### config.mk
export PLATFORM = sky130hd
export DESIGN_NAME = hazard_scoreboard_flat
export DESIGN_NICKNAME = d
export VERILOG_FILES = /design/src/rtl/hazard_scoreboard_pkg.sv /design/src/rtl/hazard_scoreboard_if.sv /design/src/rtl/hazard_scoreboard_sb_counter_bank.sv /design/src/rtl/hazard_scoreboard.sv /design/src/flat_wrapper.sv
export SDC_FILE = /design/constraint.sdc
export NUM_CORES = 1
export LEC_CHECK = 0
export CORE_ASPECT_RATIO = 0.9
export CORE_MARGIN = 1.5
export CORE_UTILIZATION = 45
export CTS_CLUSTER_DIAMETER = 200
export DETAILED_ROUTE_END_ITERATION = 6
export PLACE_DENSITY = 0.68
export SLEW_MARGIN = 30
export SYNTH_ARGS = -nofsm -noshare
export SYNTH_HDL_FRONTEND = slang
export SYNTH_SLANG_ARGS = --single-unit
export TNS_END_PERCENT = 5
### constraint.sdc
create_clock -name clk -period 4.8 [get_ports clk]
set_clock_uncertainty 0.2 [all_clocks]
set_input_delay 1.2 -clock clk [delete_from_list [all_inputs] [get_ports clk]]
set_output_delay 1.2 -clock clk [all_outputs]
set_load 0.03 [all_outputs]
### src/rtl/hazard_scoreboard_pkg.sv
// Shared constants, FSM encoding and latency helper for the issue-stage hazard scoreboard.
package hazard_scoreboard_pkg;

  localparam int NUM_REGS      = 16;
  localparam int IDX_W         = 4;
  localparam int ALU_LAT       = 1;
  localparam int MEM_LAT       = 3;
  localparam int CNT_W         = 2;
  localparam int FLUSH_BUBBLES = 2;
  localparam int FLUSH_W       = 2;
  localparam int STALL_CNT_W   = 16;

  typedef enum logic {
    RUN   = 1'b0,
    FLUSH = 1'b1
  } state_t;

  function automatic logic [CNT_W-1:0] write_latency(input logic is_load);
    return is_load ? CNT_W'(MEM_LAT) : CNT_W'(ALU_LAT);
  endfunction

endpackage

### src/rtl/hazard_scoreboard_if.sv
// Decode/execute-side bundle: instruction fields and branch in, issue control out.
interface hazard_scoreboard_if;
  import hazard_scoreboard_pkg::*;

  logic             id_valid;
  logic [IDX_W-1:0] id_src0;
  logic [IDX_W-1:0] id_src1;
  logic             id_use0;
  logic             id_use1;
  logic [IDX_W-1:0] id_dst;
  logic             id_wr_en;
  logic             id_is_load;
  logic             br_taken;
  logic             issue_o;
  logic             stall_o;
  logic             flush_o;
  logic             fw_sel0;
  logic             fw_sel1;
  logic [STALL_CNT_W-1:0] stall_cnt;

  modport master (
    output id_valid, id_src0, id_src1, id_use0, id_use1, id_dst, id_wr_en, id_is_load, br_taken,
    input  issue_o, stall_o, flush_o, fw_sel0, fw_sel1, stall_cnt
  );

  modport slave (
    input  id_valid, id_src0, id_src1, id_use0, id_use1, id_dst, id_wr_en, id_is_load, br_taken,
    output issue_o, stall_o, flush_o, fw_sel0, fw_sel1, stall_cnt
  );

endinterface

### src/rtl/hazard_scoreboard_sb_counter_bank.sv
// Per-register result countdowns; a new write reloads its entry, all others decay toward zero.
module sb_counter_bank
  import hazard_scoreboard_pkg::*;
(
  input  logic             clk,
  input  logic             reset_n,
  input  logic             load_en,
  input  logic [IDX_W-1:0] load_idx,
  input  logic [CNT_W-1:0] load_val,
  input  logic [IDX_W-1:0] rd_idx0,
  input  logic [IDX_W-1:0] rd_idx1,
  input  logic [IDX_W-1:0] dst_idx,
  output logic [CNT_W-1:0] rd_cnt0,
  output logic [CNT_W-1:0] rd_cnt1,
  output logic [CNT_W-1:0] dst_cnt
);

  logic [CNT_W-1:0] cnt [NUM_REGS];

  // The reload of a freshly issued write takes precedence over the decay of the old value
  always_ff @(posedge clk or negedge reset_n) begin
    if (!reset_n) begin
      for (int i = 0; i < NUM_REGS; i++) cnt[i] <= '0;
    end else begin
      for (int i = 0; i < NUM_REGS; i++) begin
        if (load_en && load_idx == IDX_W'(i)) cnt[i] <= load_val;
        else if (cnt[i] != '0) cnt[i] <= cnt[i] - 1'b1;
      end
    end
  end

  assign rd_cnt0 = cnt[rd_idx0];
  assign rd_cnt1 = cnt[rd_idx1];
  assign dst_cnt = cnt[dst_idx];

endmodule

### src/rtl/hazard_scoreboard.sv
// Issue-stage controller: RAW/WAW stall detection, forward-select, branch flush and stall counter.
module hazard_scoreboard
  import hazard_scoreboard_pkg::*;
(
  input  logic               clk,
  input  logic               reset_n,
  hazard_scoreboard_if.slave bus
);

  state_t                 state_q, state_d;
  logic [FLUSH_W-1:0]     flush_q, flush_d;
  logic [STALL_CNT_W-1:0] stall_count_q;
  logic [CNT_W-1:0]       cnt0, cnt1, cnt_dst, new_lat;
  logic                   haz0, haz1, waw, hazard;
  logic                   issue_raw, stall_raw, flush_raw;
  logic                   issue, stall;

  assign new_lat = write_latency(bus.id_is_load);

  sb_counter_bank u_bank (
    .clk      (clk),
    .reset_n  (reset_n),
    .load_en  (issue & bus.id_wr_en),
    .load_idx (bus.id_dst),
    .load_val (new_lat),
    .rd_idx0  (bus.id_src0),
    .rd_idx1  (bus.id_src1),
    .dst_idx  (bus.id_dst),
    .rd_cnt0  (cnt0),
    .rd_cnt1  (cnt1),
    .dst_cnt  (cnt_dst)
  );

  assign haz0   = bus.id_use0 & (cnt0 > CNT_W'(1));
  assign haz1   = bus.id_use1 & (cnt1 > CNT_W'(1));
  assign waw    = bus.id_wr_en & (cnt_dst > new_lat);
  assign hazard = bus.id_valid & (haz0 | haz1 | waw);

  always_ff @(posedge clk or negedge reset_n) begin
    if (!reset_n) begin
      state_q <= RUN;
      flush_q <= '0;
    end else begin
      state_q <= state_d;
      flush_q <= flush_d;
    end
  end

  // A taken branch overrides whatever the current state would do and restarts the bubble count
  always_comb begin
    state_d   = state_q;
    flush_d   = flush_q;
    issue_raw = 1'b0;
    stall_raw = 1'b0;
    flush_raw = 1'b0;
    case (state_q)
      RUN: begin
        issue_raw = bus.id_valid & ~hazard;
        stall_raw = hazard;
      end
      FLUSH: begin
        flush_raw = 1'b1;
        if (flush_q <= FLUSH_W'(1)) begin
          state_d = RUN;
          flush_d = '0;
        end else begin
          flush_d = flush_q - 1'b1;
        end
      end
      default: state_d = RUN;
    endcase
    if (bus.br_taken) begin
      issue_raw = 1'b0;
      stall_raw = 1'b0;
      flush_raw = 1'b1;
      state_d   = FLUSH;
      flush_d   = FLUSH_W'(FLUSH_BUBBLES);
    end
  end

  // Outputs are forced low while reset is held, independent of the decode inputs
  assign issue       = issue_raw & reset_n;
  assign stall       = stall_raw & reset_n;
  assign bus.issue_o = issue;
  assign bus.stall_o = stall;
  assign bus.flush_o = flush_raw & reset_n;
  assign bus.fw_sel0 = reset_n & bus.id_use0 & (cnt0 == CNT_W'(1));
  assign bus.fw_sel1 = reset_n & bus.id_use1 & (cnt1 == CNT_W'(1));

  always_ff @(posedge clk or negedge reset_n) begin
    if (!reset_n) stall_count_q <= '0;
    else if (stall && stall_count_q != '1) stall_count_q <= stall_count_q + 1'b1;
  end

  assign bus.stall_cnt = stall_count_q;

endmodule

### src/flat_wrapper.sv
// flat-port wrapper written by rule: the top's interface ports become plain ports
module hazard_scoreboard_flat import hazard_scoreboard_pkg::*;
  (clk, reset_n, bus_id_valid, bus_id_src0, bus_id_src1, bus_id_use0, bus_id_use1, bus_id_dst, bus_id_wr_en, bus_id_is_load, bus_br_taken, bus_issue_o, bus_stall_o, bus_flush_o, bus_fw_sel0, bus_fw_sel1, bus_stall_cnt);
  hazard_scoreboard_if bus_i ();
  input  logic clk;
  input  logic reset_n;
  input wire logic [$bits(bus_i.id_valid)-1:0] bus_id_valid;
  input wire logic [$bits(bus_i.id_src0)-1:0] bus_id_src0;
  input wire logic [$bits(bus_i.id_src1)-1:0] bus_id_src1;
  input wire logic [$bits(bus_i.id_use0)-1:0] bus_id_use0;
  input wire logic [$bits(bus_i.id_use1)-1:0] bus_id_use1;
  input wire logic [$bits(bus_i.id_dst)-1:0] bus_id_dst;
  input wire logic [$bits(bus_i.id_wr_en)-1:0] bus_id_wr_en;
  input wire logic [$bits(bus_i.id_is_load)-1:0] bus_id_is_load;
  input wire logic [$bits(bus_i.br_taken)-1:0] bus_br_taken;
  output wire logic [$bits(bus_i.issue_o)-1:0] bus_issue_o;
  output wire logic [$bits(bus_i.stall_o)-1:0] bus_stall_o;
  output wire logic [$bits(bus_i.flush_o)-1:0] bus_flush_o;
  output wire logic [$bits(bus_i.fw_sel0)-1:0] bus_fw_sel0;
  output wire logic [$bits(bus_i.fw_sel1)-1:0] bus_fw_sel1;
  output wire logic [$bits(bus_i.stall_cnt)-1:0] bus_stall_cnt;
  assign bus_i.id_valid = bus_id_valid;
  assign bus_i.id_src0 = bus_id_src0;
  assign bus_i.id_src1 = bus_id_src1;
  assign bus_i.id_use0 = bus_id_use0;
  assign bus_i.id_use1 = bus_id_use1;
  assign bus_i.id_dst = bus_id_dst;
  assign bus_i.id_wr_en = bus_id_wr_en;
  assign bus_i.id_is_load = bus_id_is_load;
  assign bus_i.br_taken = bus_br_taken;
  assign bus_issue_o = bus_i.issue_o;
  assign bus_stall_o = bus_i.stall_o;
  assign bus_flush_o = bus_i.flush_o;
  assign bus_fw_sel0 = bus_i.fw_sel0;
  assign bus_fw_sel1 = bus_i.fw_sel1;
  assign bus_stall_cnt = bus_i.stall_cnt;
  hazard_scoreboard u_core (.clk(clk), .reset_n(reset_n), .bus(bus_i));
endmodule
==> results.json <==
{
  "fill_cells": 678,
  "rsz0062_at_grt": "no",
  "grt_pass1_vias": 2980,
  "clk_path_buf_depth": 2,
  "dp_hpwl_um": 6470,
  "criticalPathCategory": "input port to primary output",
  "hold_class": "flip-flop to flip-flop",
  "yosysTopAreaCellShare_pct": 35.9,
  "start_util_pct": 46.8,
  "vias": 2872,
  "peakVddDrop_v": 0.000172,
  "intPower_uw": 1290,
  "reg2reg_depth": 8,
  "yosysSeqAreaShare_pct": 35.9,
  "setup.worst_path.start_class": "input port",
  "hold_viol_final": 0,
  "antenna_found_initial": 1,
  "use_met2_pct": 37.0,
  "die-height_um": 87.3,
  "final-seq-area_mm2": 0.00128,
  "slew-limit-headroom_pct": 63.3,
  "drv_cap": 0,
  "finalCriticalPeriod_ns": 4.68,
  "grtUsageMet3_pct": 3.69,
  "ys_async_sr_fraction_pct": 100,
  "ys_ff_latch": 51,
  "postSynthCellCount": 362,
  "io_buffers": 40,
  "grt_max_degree": 42,
  "path_max_fanout": 3,
  "power_frac_clock_pct": 12.2,
  "clock_sinks": 51,
  "remaining_drc_errors": 0,
  "post-route-period-util_pct": 97.5,
  "avgRoutedWirePerCell_um": 16.4,
  "totalWireLength_um": 8630,
  "met1_usage_pct": 30.3,
  "worst_slew_pin_slew_ns": 0.551,
  "hold_path_depth": 1,
  "drtAntennaViolNets": 0,
  "clk_pin_slew_ns": 0.10,
  "ctsHoldBuffers": 0,
  "nNetsFinal": 464,
  "yosys.cell_types.count": 43,
  "end_kind": "primary output",
  "grt_use_total_pct": 22.0,
  "final-setup-viol-count": 0,
  "routed_via_density": 5.47,
  "cts_max_level": 2,
  "synthFlopType": "dfrtp_1",
  "die_area_mm2": 0.00844,
  "powerDensity_mw_per_mm2": 481,
  "finalMaxSlewViolations": 0,
  "num_rows": 30,
  "grt_pass1_wl_um": 14900,
  "fp.dieW_um": 96.7,
  "top_usage_layer": "met2",
  "synth_top_cell_by_area": "dfrtp_1",
  "p_leak_uw": 0.00200,
  "switching_share_pct": 38.8,
  "required_ns": 3.40,
  "arrival_ns": 3.28,
  "status": "finished, final reports clean",
  "syn_area_mm2": 0.00355,
  "synth_nets": 399,
  "syn_avg_cell_area_um2": 9.81,
  "numCtsBuffers": 5,
  "fin_setup_tns_ns": 0,
  "first_iter_violations": 144,
  "place.gp.congestion": 0.934,
  "multi_input_area_mm2": 0.00206,
  "drive_above_1_share_pct": 19.6,
  "drt_first_pass_iters": 4,
  "clockRootBuffer": "clkbuf_8",
  "power_uw": 2110,
  "comb_power_share_pct": 50.7,
  "p_sw_uw": 820,
  "ioPinCount": 41,
  "core_area_mm2": 0.00758,
  "synth_edf_count": 0,
  "overflow": 0,
  "synthTopCellsByArea": "dfrtp_1, mux4_2, ha_1",
  "ys.warnings.count": 0,
  "pwr-share-seq_pct": 37.1,
  "fmax_mhz": 214,
  "syn2layout_area_growth_pct": 23.7,
  "cts_tree": "done",
  "clk_latency_ns": 0.30
}
==> final cells by class <==
class / count / area share [%]
antenna: 1 / 0.0570
clock buffer: 6 / 1.65
clock inverter: 2 / 0.370
inverter: 36 / 3.08
multi-input combinational: 258 / 46.9
sequential: 51 / 29.1
tap: 96 / 2.73
timing repair buffer: 75 / 16.2
==> timing repair <==
item / 4_1_cts / 5_1_grt
buffers inserted: 5 / 0
pin swaps: 3 / 3
gates cloned: 1 / 0
setup endpoints to repair: 2 / 1
gates resized for setup: 15 / 5
==> metrics by stage <==
step	setup slack (ns)	instance area, µm²	utilization [%]	instances	hold WS [ns]
6_report	0.120	4390	57.9	525	0.294
5_1_grt	0.0333	4390	57.9	525	0.316
4_1_cts	0.00860	4380	57.7	524	0.299
3_5_place_dp	-0.507	4200	55.4	510	0.275
3_3_place_gp	-0.519	4200	55.4	510	0.266
2_1_floorplan	0.0179	3550	-	362	0.249
==> flip-flops by register name (all words and copies together) (netlist names) <==
name,cells
u_core.bus.stall_cnt,16
u_core.flush_q,2
u_core.state_q,1
u_core.u_bank.cnt,32
==> layout by cell type (no fill, tap or decap), types with 4 or more instances in the layout <==
cell             instances
dlygate4sd2_1            4
ha_1                    17
mux2_2                  11
clkbuf_8                 5
nand3_1                 10
nor2_1                  12
nand2_1                 30
nand4_1                 11
buf_4                   34
clkdlybuf4s50_1         27
nand2b_1                 8
mux2_1                  11
mux4_2                  12
or2_2                    6
nor3_1                  14
nor2b_1                  4
o21ai_1                  8
a21oi_1                  5
dfrtp_1                 51
mux2i_1                 12
and3_1                  10
xnor2_1                 17
xor2_1                  12
inv_1                   36
o21ai_0                 13
o2111ai_1                6
nor3_2                   4
==> logic make-up (layout without fill, tap and decap cells) <==
kind of cell | count (synthesis) | count (layout) | share of synthesized area [%]
AOI/OAI and AO/OA | 42 | 42 | 7.61
xor gates and xnor gates | 29 | 29 | 7.15
adders and majority gates | 17 | 17 | 5.99
buffers and inverters | 53 | 119 | 6.41
DFF | 51 | 51 | 35.9
muxes | 46 | 46 | 18.0
other | 0 | 1 | 0
and+or+nand+nor | 124 | 124 | 19.0
==> critical path, cell delays in order <==
cell and delay (ns):
clkdlybuf4s15_1 0.21, mux4_2 0.51, o211a_1 0.25, a2bb2o_4 0.22, or4_4 0.47, buf_12 0.15, nor2_1 0.09, buf_4 0.17
==> path summary, 6_finish.rpt <==
check	startpoint	endpoint	slack, ns
max in group asynchronous	reset_n	u_core.u_bank.cnt[4]	2.90
worst min register to register	u_core.flush_q[1]	u_core.flush_q[1]	0.29
min in group asynchronous	reset_n	u_core.u_bank.cnt[23]	0.73
worst max-delay path	bus_id_src1[1]	bus_issue_o	0.12
worst max register to register	u_core.u_bank.cnt[27]	u_core.u_bank.cnt[25]	1.58
worst min-delay path	u_core.flush_q[1]	u_core.flush_q[1]	0.29
==> Yosys cell counts (all sizes together), types with 6 or more instances <==
library cell	n
dfrtp	51
inv	36
nand2	30
mux2	22
o21ai	21
nor3	18
ha	17
xnor2	17
mux2i	12
mux4	12
nor2	12
xor2	12
nand4	11
and3	10
buf	10
nand3	10
or2	9
nand2b	8
clkbuf	7
o2111ai	6
==> per-layer routing <==
metal	share of wire [%]	up-vias
met3	4.2	8
met2	46	67
li1	-	1404
met1	48	1393
met5	0	-
met4	1.2	0
==> power by group through the flow <==
| stage | registers (µW) | clock network [µW] | logic (µW) |
|---|---|---|---|
| after global placement | 778 | 0 | 973 |
| after CTS | 779 | 268 | 1080 |
| after global routing | 803 | 282 | 1210 |
| after detailed placement | 787 | 0 | 1020 |
| final | 784 | 258 | 1070 |
| after floorplan | 730 | 0 | 816 |
Note: power is estimated with default switching activity, not from simulation.
